[src/rtl/arcade_input_ctrl.sv]
// Player-input front end for arcade cores: PS/2 key decode, joystick merge, rotation, coin pulses.
// Define ARCADE_INPUT_AUTOFIRE_EN to enable the per-player autofire divider.
module arcade_input_ctrl #(
  parameter int unsigned PLAYERS      = 2,
  parameter int unsigned COIN_PULSE   = 1200000,
  parameter int unsigned AUTOFIRE_DIV = 600000
) (
  input  logic        clk_sys_i,
  input  logic        reset_n_i,
  input  logic [10:0] ps2_key_i,
  input  logic [15:0] joystick_0_i,
  input  logic [15:0] joystick_1_i,
  input  logic [1:0]  rot_i,
  input  logic [1:0]  autofire_i,
  output logic [3:0]  p1_dir_o,
  output logic [3:0]  p2_dir_o,
  output logic [1:0]  fire_o,
  output logic [1:0]  start_o,
  output logic [1:0]  coin_o
);

  localparam int unsigned CntW = $clog2(COIN_PULSE + 1);

  localparam int unsigned KUp     = 0;
  localparam int unsigned KDown   = 1;
  localparam int unsigned KLeft   = 2;
  localparam int unsigned KRight  = 3;
  localparam int unsigned KSpace  = 4;
  localparam int unsigned KCtrl   = 5;
  localparam int unsigned KStart1 = 6;
  localparam int unsigned KCoin1  = 7;
  localparam int unsigned K2Up    = 8;
  localparam int unsigned K2Down  = 9;
  localparam int unsigned K2Left  = 10;
  localparam int unsigned K2Right = 11;
  localparam int unsigned K2Fire  = 12;
  localparam int unsigned KStart2 = 13;
  localparam int unsigned KCoin2  = 14;

  typedef enum logic {StIdle, StPulse} coin_st_e;

  logic            primed_q;
  logic            old_tog_q;
  logic            key_evt;
  logic [14:0]     key_q, key_d;
  logic [3:0]      p1_raw, p2_raw;
  logic [1:0]      fire_raw, start_raw, req_raw;
  logic [3:0]      p1_dir_q, p2_dir_q;
  logic [1:0]      fire_q, fire_d, start_q;
  logic [1:0]      req_q, req_prev_q, rise;
  coin_st_e        st_q [2];
  coin_st_e        st_d [2];
  logic [CntW-1:0] cnt_q [2];
  logic [CntW-1:0] cnt_d [2];

  // Direction vectors are {up, down, left, right}.
  function automatic logic [3:0] rotate(input logic [3:0] d, input logic [1:0] r);
    case (r)
      2'd1:    rotate = {d[1], d[0], d[2], d[3]};
      2'd2:    rotate = {d[0], d[1], d[3], d[2]};
      default: rotate = d;
    endcase
  endfunction

  // The first cycle after reset only samples the toggle bit, so a stale event is not replayed.
  assign key_evt = primed_q && (ps2_key_i[10] != old_tog_q);

  always_comb begin
    key_d = key_q;
    if (key_evt) begin
      case (ps2_key_i[7:0])
        8'h75:   key_d[KUp]     = ps2_key_i[9];
        8'h72:   key_d[KDown]   = ps2_key_i[9];
        8'h6B:   key_d[KLeft]   = ps2_key_i[9];
        8'h74:   key_d[KRight]  = ps2_key_i[9];
        8'h29:   key_d[KSpace]  = ps2_key_i[9];
        8'h14:   key_d[KCtrl]   = ps2_key_i[9];
        8'h05:   key_d[KStart1] = ps2_key_i[9];
        8'h2E:   key_d[KCoin1]  = ps2_key_i[9];
        8'h2D:   key_d[K2Up]    = ps2_key_i[9];
        8'h2B:   key_d[K2Down]  = ps2_key_i[9];
        8'h23:   key_d[K2Left]  = ps2_key_i[9];
        8'h34:   key_d[K2Right] = ps2_key_i[9];
        8'h1C:   key_d[K2Fire]  = ps2_key_i[9];
        8'h06:   key_d[KStart2] = ps2_key_i[9];
        8'h36:   key_d[KCoin2]  = ps2_key_i[9];
        default: ;
      endcase
    end
  end

  always_comb begin
    p1_raw = {key_q[KUp] | joystick_0_i[3], key_q[KDown] | joystick_0_i[2],
              key_q[KLeft] | joystick_0_i[1], key_q[KRight] | joystick_0_i[0]};
    p2_raw = {key_q[K2Up] | joystick_1_i[3], key_q[K2Down] | joystick_1_i[2],
              key_q[K2Left] | joystick_1_i[1], key_q[K2Right] | joystick_1_i[0]};
    fire_raw  = {key_q[K2Fire] | joystick_1_i[4],
                 key_q[KSpace] | key_q[KCtrl] | joystick_0_i[4]};
    start_raw = {key_q[KStart2] | joystick_0_i[6] | joystick_1_i[6],
                 key_q[KStart1] | joystick_0_i[5] | joystick_1_i[5]};
    req_raw   = {key_q[KCoin2] | joystick_1_i[7], key_q[KCoin1] | joystick_0_i[7]};
    // Single-player cabinet: every player-2 source drives player 1.
    if (PLAYERS == 1) begin
      p1_raw      = p1_raw | p2_raw;
      p2_raw      = '0;
      fire_raw    = {1'b0, fire_raw[0] | fire_raw[1]};
      req_raw     = {1'b0, req_raw[0] | req_raw[1]};
    end
  end

  assign rise = req_q & ~req_prev_q;

  always_comb begin
    for (int i = 0; i < 2; i++) begin
      st_d[i]  = st_q[i];
      cnt_d[i] = cnt_q[i];
      unique case (st_q[i])
        StIdle: begin
          if (rise[i]) begin
            st_d[i]  = StPulse;
            cnt_d[i] = CntW'(COIN_PULSE - 1);
          end
        end
        StPulse: begin
          if (cnt_q[i] == '0) st_d[i] = StIdle;
          else                cnt_d[i] = cnt_q[i] - CntW'(1);
        end
        default: st_d[i] = StIdle;
      endcase
    end
  end

`ifdef ARCADE_INPUT_AUTOFIRE_EN
  localparam int unsigned AfW = $clog2(AUTOFIRE_DIV + 1);

  logic [AfW-1:0] af_cnt_q [2];
  logic [AfW-1:0] af_cnt_d [2];
  logic [1:0]     af_on_q, af_on_d;
  logic           unused_bits;

  assign unused_bits = ^{ps2_key_i[8], joystick_0_i[15:8], joystick_1_i[15:8]};

  always_comb begin
    for (int i = 0; i < 2; i++) begin
      fire_d[i]   = fire_raw[i];
      af_on_d[i]  = 1'b0;
      af_cnt_d[i] = '0;
      if (fire_raw[i] && autofire_i[i]) begin
        af_on_d[i] = 1'b1;
        if (!af_on_q[i]) begin
          fire_d[i] = 1'b1;
        end else if (af_cnt_q[i] == AfW'(AUTOFIRE_DIV - 1)) begin
          fire_d[i] = ~fire_q[i];
        end else begin
          fire_d[i]   = fire_q[i];
          af_cnt_d[i] = af_cnt_q[i] + AfW'(1);
        end
      end
    end
  end

  always_ff @(posedge clk_sys_i or negedge reset_n_i) begin
    if (!reset_n_i) begin
      af_on_q <= '0;
      for (int i = 0; i < 2; i++) af_cnt_q[i] <= '0;
    end else begin
      af_on_q <= af_on_d;
      for (int i = 0; i < 2; i++) af_cnt_q[i] <= af_cnt_d[i];
    end
  end
`else
  logic unused_bits;

  assign unused_bits = ^{ps2_key_i[8], joystick_0_i[15:8], joystick_1_i[15:8], autofire_i};
  assign fire_d      = fire_raw;
`endif

  always_ff @(posedge clk_sys_i or negedge reset_n_i) begin
    if (!reset_n_i) begin
      primed_q   <= 1'b0;
      old_tog_q  <= 1'b0;
      key_q      <= '0;
      p1_dir_q   <= '0;
      p2_dir_q   <= '0;
      fire_q     <= '0;
      start_q    <= '0;
      req_q      <= '0;
      req_prev_q <= '0;
      for (int i = 0; i < 2; i++) begin
        st_q[i]  <= StIdle;
        cnt_q[i] <= '0;
      end
    end else begin
      primed_q  <= 1'b1;
      old_tog_q <= ps2_key_i[10];
      key_q     <= key_d;
      p1_dir_q  <= rotate(p1_raw, rot_i);
      p2_dir_q  <= rotate(p2_raw, rot_i);
      fire_q    <= fire_d;
      start_q   <= start_raw;
      req_q     <= req_raw;
      // A request already high at reset release must fall before it can count as an edge.
      req_prev_q <= primed_q ? req_q : req_raw;
      for (int i = 0; i < 2; i++) begin
        st_q[i]  <= st_d[i];
        cnt_q[i] <= cnt_d[i];
      end
    end
  end

  assign p1_dir_o = p1_dir_q;
  assign p2_dir_o = p2_dir_q;
  assign fire_o   = fire_q;
  assign start_o  = start_q;
  assign coin_o   = {st_q[1] == StPulse, st_q[0] == StPulse};

endmodule

[config.mk]
export PLATFORM = sky130hd
export DESIGN_NAME = arcade_input_ctrl
export DESIGN_NICKNAME = d
export VERILOG_FILES = /design/src/rtl/arcade_input_ctrl.sv
export SDC_FILE = /design/constraint.sdc
export NUM_CORES = 1
export LEC_CHECK = 0
export ABC_AREA = 1
export CAP_MARGIN = 10
export CORE_MARGIN = 2
export CORE_UTILIZATION = 59
export CTS_CLUSTER_DIAMETER = 150
export DETAILED_ROUTE_END_ITERATION = 10
export GPL_TIMING_DRIVEN = 0
export PLACE_DENSITY = 0.86
export SKIP_CTS_REPAIR_TIMING = 1
export SLEW_MARGIN = 20
export SYNTH_ARGS = -nofsm -noshare
export SYNTH_HDL_FRONTEND = slang
export SYNTH_SLANG_ARGS = --single-unit
[constraint.sdc]
create_clock -name clk_sys_i -period 3.98 [get_ports clk_sys_i]
set_clock_uncertainty 0.05 [all_clocks]
set_input_delay 0.796 -clock clk_sys_i [delete_from_list [all_inputs] [get_ports clk_sys_i]]
set_output_delay 0.796 -clock clk_sys_i [all_outputs]
set_load 0.01 [all_outputs]
==> results.cfg <==
[outcome]
outcome = complete, no violations

[critical_path]
crit_chain = clkdlybuf4s50_1 > inv_1 > ha_1 > inv_1 > clkbuf_1 > nor3_1 > a31oi_1
required_ns = 4.18
crit_family = buffers and inverters
critPathKind = in2reg
worst_setup_path_end_kind = flip-flop
cp_max_fo = 10
startpoint_type = input pin
cpMaxStageDelayCell = clkdlybuf4s50_1
cp.arrival_ns = 2.45
cp_slowest_stage_delay_ns = 0.49
crit_top_cell = inv_1
path_buf_inv = 4

[power_and_ir_drop]
swShare_pct = 38.0
seqPwrFrac_pct = 47.0
power_density_mw_per_mm2 = 455
p_clk_share_pct = 23.0
p_leak_nw = 2.39
ir_drop_v = 0.000207
intPower_mw = 1.44
comb_power_share_pct = 30.0
netSwitchingPower_mw = 0.881

[yosys]
synth_area_leader_cell = dfrtp_1
syn-cell-area_mm2 = 0.00435
yosys_most_used_dff = dfrtp_1
synth_area_leaders = dfrtp_1 (44%), nand2_1 (12%), nand3_1 (8.1%)
avgSynthCellArea_um2 = 7.37
yosysUniqueCellTypes = 36
syn_nets = 645
synth-edff-count = 0
async_flop_share_pct = 100
ys.warnings.count = 0
synth_seq_cells = 77
post-synth-top-area-fraction_pct = 44.3
syn_inst = 590
seq_area_frac_synth_pct = 44.3

[cells_and_area]
multi_input_area_mm2 = 0.00209
drive_gt1_share_pct = 8.92
diodes = 0
nNetsFinal = 700
n_fill_cell = 588
layout.cell_area.non_filler_mm2 = 0.00510
regArea_mm2 = 0.00193
syn_to_final_growth_pct = 17.3

[timing]
finalHoldViolCount = 0
hold_ws_ns = 0.286
worstMarginPinSlew_ns = 0.542
clock.fmax_ghz = 0.445
period_needed_ns = 2.25
period_share_pct = 56.4
rsz0062_at_grt = false
setup_viol = 0
slew_violations = 0
max_slew_margin_pct = 63.9

[detailed_routing]
drc = 0
drtIter0Drc = 273
avgViaCountPerCell = 5.60
wl_per_cell_um = 13.5
vias = 4197
ant_nets = 0
wl_um = 10100
dr.pass1.iters = 5

[placed_design]
gp_congestion = 0.920
io_buffers = 43
dpl_cell_area_mm2 = 0.00492
hpwl_um = 7560

[clock_tree]
clk_latency_ns = 0.35
cts_buffer_depth = 2
path_clk_slew_ns = 0.08
ctsHtreeMaxLevel = 3
cts_tree = built
cts.sinks = 77
cts-buffers-inserted = 9
cts_root_buf = clkbuf_8

[grt]
grt_use_total_pct = 26.1
antenna_found_initial = 0
grt_pass1_vias = 4072
overflow = 0
grt_max_degree = 56
grt_pass1_wl_um = 17500

[die]
coreArea_mm2 = 0.00718
die-area_mm2 = 0.00807
dieWidth_um = 89.8
fp.dieH_um = 89.8
start_util_pct = 60.6
ios = 63
core.rowCount = 31

[job]
drv_cap = 0

[worst_hold_path]
hold_path_class = in2async
==> stage by stage <==
stage	total power, mW	util [%]	setup TNS (ns)	cells	setup slack [ns]
after detailed placement	1.79	68.6	0	733	1.42
final	2.32	71.1	0	749	1.73
after CTS	2.32	71.1	0	749	1.78
after floorplan	1.55	-	0	590	2.15
after global routing	2.47	71.1	0	749	1.61
after global placement	1.73	68.3	-43.94	732	-0.577
==> final timing paths <==
check                      slack, ns       from           to  depth (start not counted)
max                             1.73   rot_i[0]  p2_dir_o[0]                          7
min                             0.29  reset_n_i    cnt_q[37]                          1
max reg2reg                     2.18  cnt_q[21]    cnt_q[35]                          7
min reg2reg                     0.41   key_q[4]    fire_o[0]                          2
max in group asynchronous       3.03  reset_n_i     cnt_q[1]                          2
min in group clk_sys_i          0.41   key_q[4]    fire_o[0]                          2
==> per-layer routing <==
| layer | vias up | wire length, um | track usage [%] |
|---|---|---|---|
| li1 | 2037 | - | - |
| met1 | 1966 | 4300 | 33.1 |
| met2 | 167 | 5030 | 44.5 |
| met3 | 27 | 559 | 3.94 |
| met4 | 0 | 236 | 11.7 |
| met5 | - | 0 | 0 |
==> kinds of logic after synthesis <==
kind of cell    Yosys count  synth area share (%)
xor+xnor                  3                 0.605
fa+ha+maj                 6                  1.73
buf+inv                  79                  7.63
flops                    77                  44.3
other cells               1                0.0863
compound gates           77                  9.82
simple gates            347                  35.8
==> placed cells by master, fill, tap and decap left out, types with 3 or more instances in the layout <==
cell,count
nand3_1,70
buf_2,3
nor2_4,3
nor2_1,81
a21oi_1,5
nand2_1,137
ha_1,6
nand4_1,12
clkinv_2,5
nand3_2,3
nor2_2,6
clkbuf_1,4
xor2_1,3
a21o_1,4
nand2_2,5
nor3_1,15
buf_6,3
o21ai_2,4
clkdlybuf4s50_1,42
a31oi_1,9
dfrtp_1,77
or2_2,6
clkbuf_8,10
inv_1,64
o21ai_0,52
==> area by class of cell <==
type                       count  share of cell area (%)
inverter                      67                    5.01
timing repair buffer          44                    8.93
multi-input combinational    434                    40.9
sequential                    77                    37.8
tap                           99                    2.43
clock inverter                 6                   0.712
clock buffer                  10                    2.70
buffer                        12                    1.50
==> sequential cells by signal, summed over array words and instances (netlist names) <==
register / count
cnt_q: 42
key_q: 15
p1_dir_o: 4
p2_dir_o: 4
coin_o: 2
fire_o: 2
req_prev_q: 2
req_q: 2
start_o: 2
old_tog_q: 1
primed_q: 1
==> power by group through the flow <==
stage | Combinational (mW) | Sequential [mW] | Clock, mW
finish | 0.696 | 1.09 | 0.533
global route | 0.788 | 1.11 | 0.575
CTS | 0.698 | 1.08 | 0.542
detailed placement | 0.696 | 1.09 | 0
global placement | 0.643 | 1.09 | 0
floorplan | 0.485 | 1.06 | 0
==> synth_stat cells (2+ instances only) <==
library cell and n:
nand2_1 137, nor2_1 81, dfrtp_1 77, nand3_1 70, inv_1 64, o21ai_0 52
nor3_1 15, nand4_1 12, a31oi_1 9, ha_1 6, nor2_2 6, or2_2 6
a21oi_1 5, nand2_2 5, a21o_1 4, clkbuf_1 4, o21ai_2 4, buf_2 3
buf_6 3, nand3_2 3, nor2_4 3, xor2_1 3, and3_1 2, nand2_4 2
nor4_1 2, or3_1 2
Power figures use the tool's default switching activity.
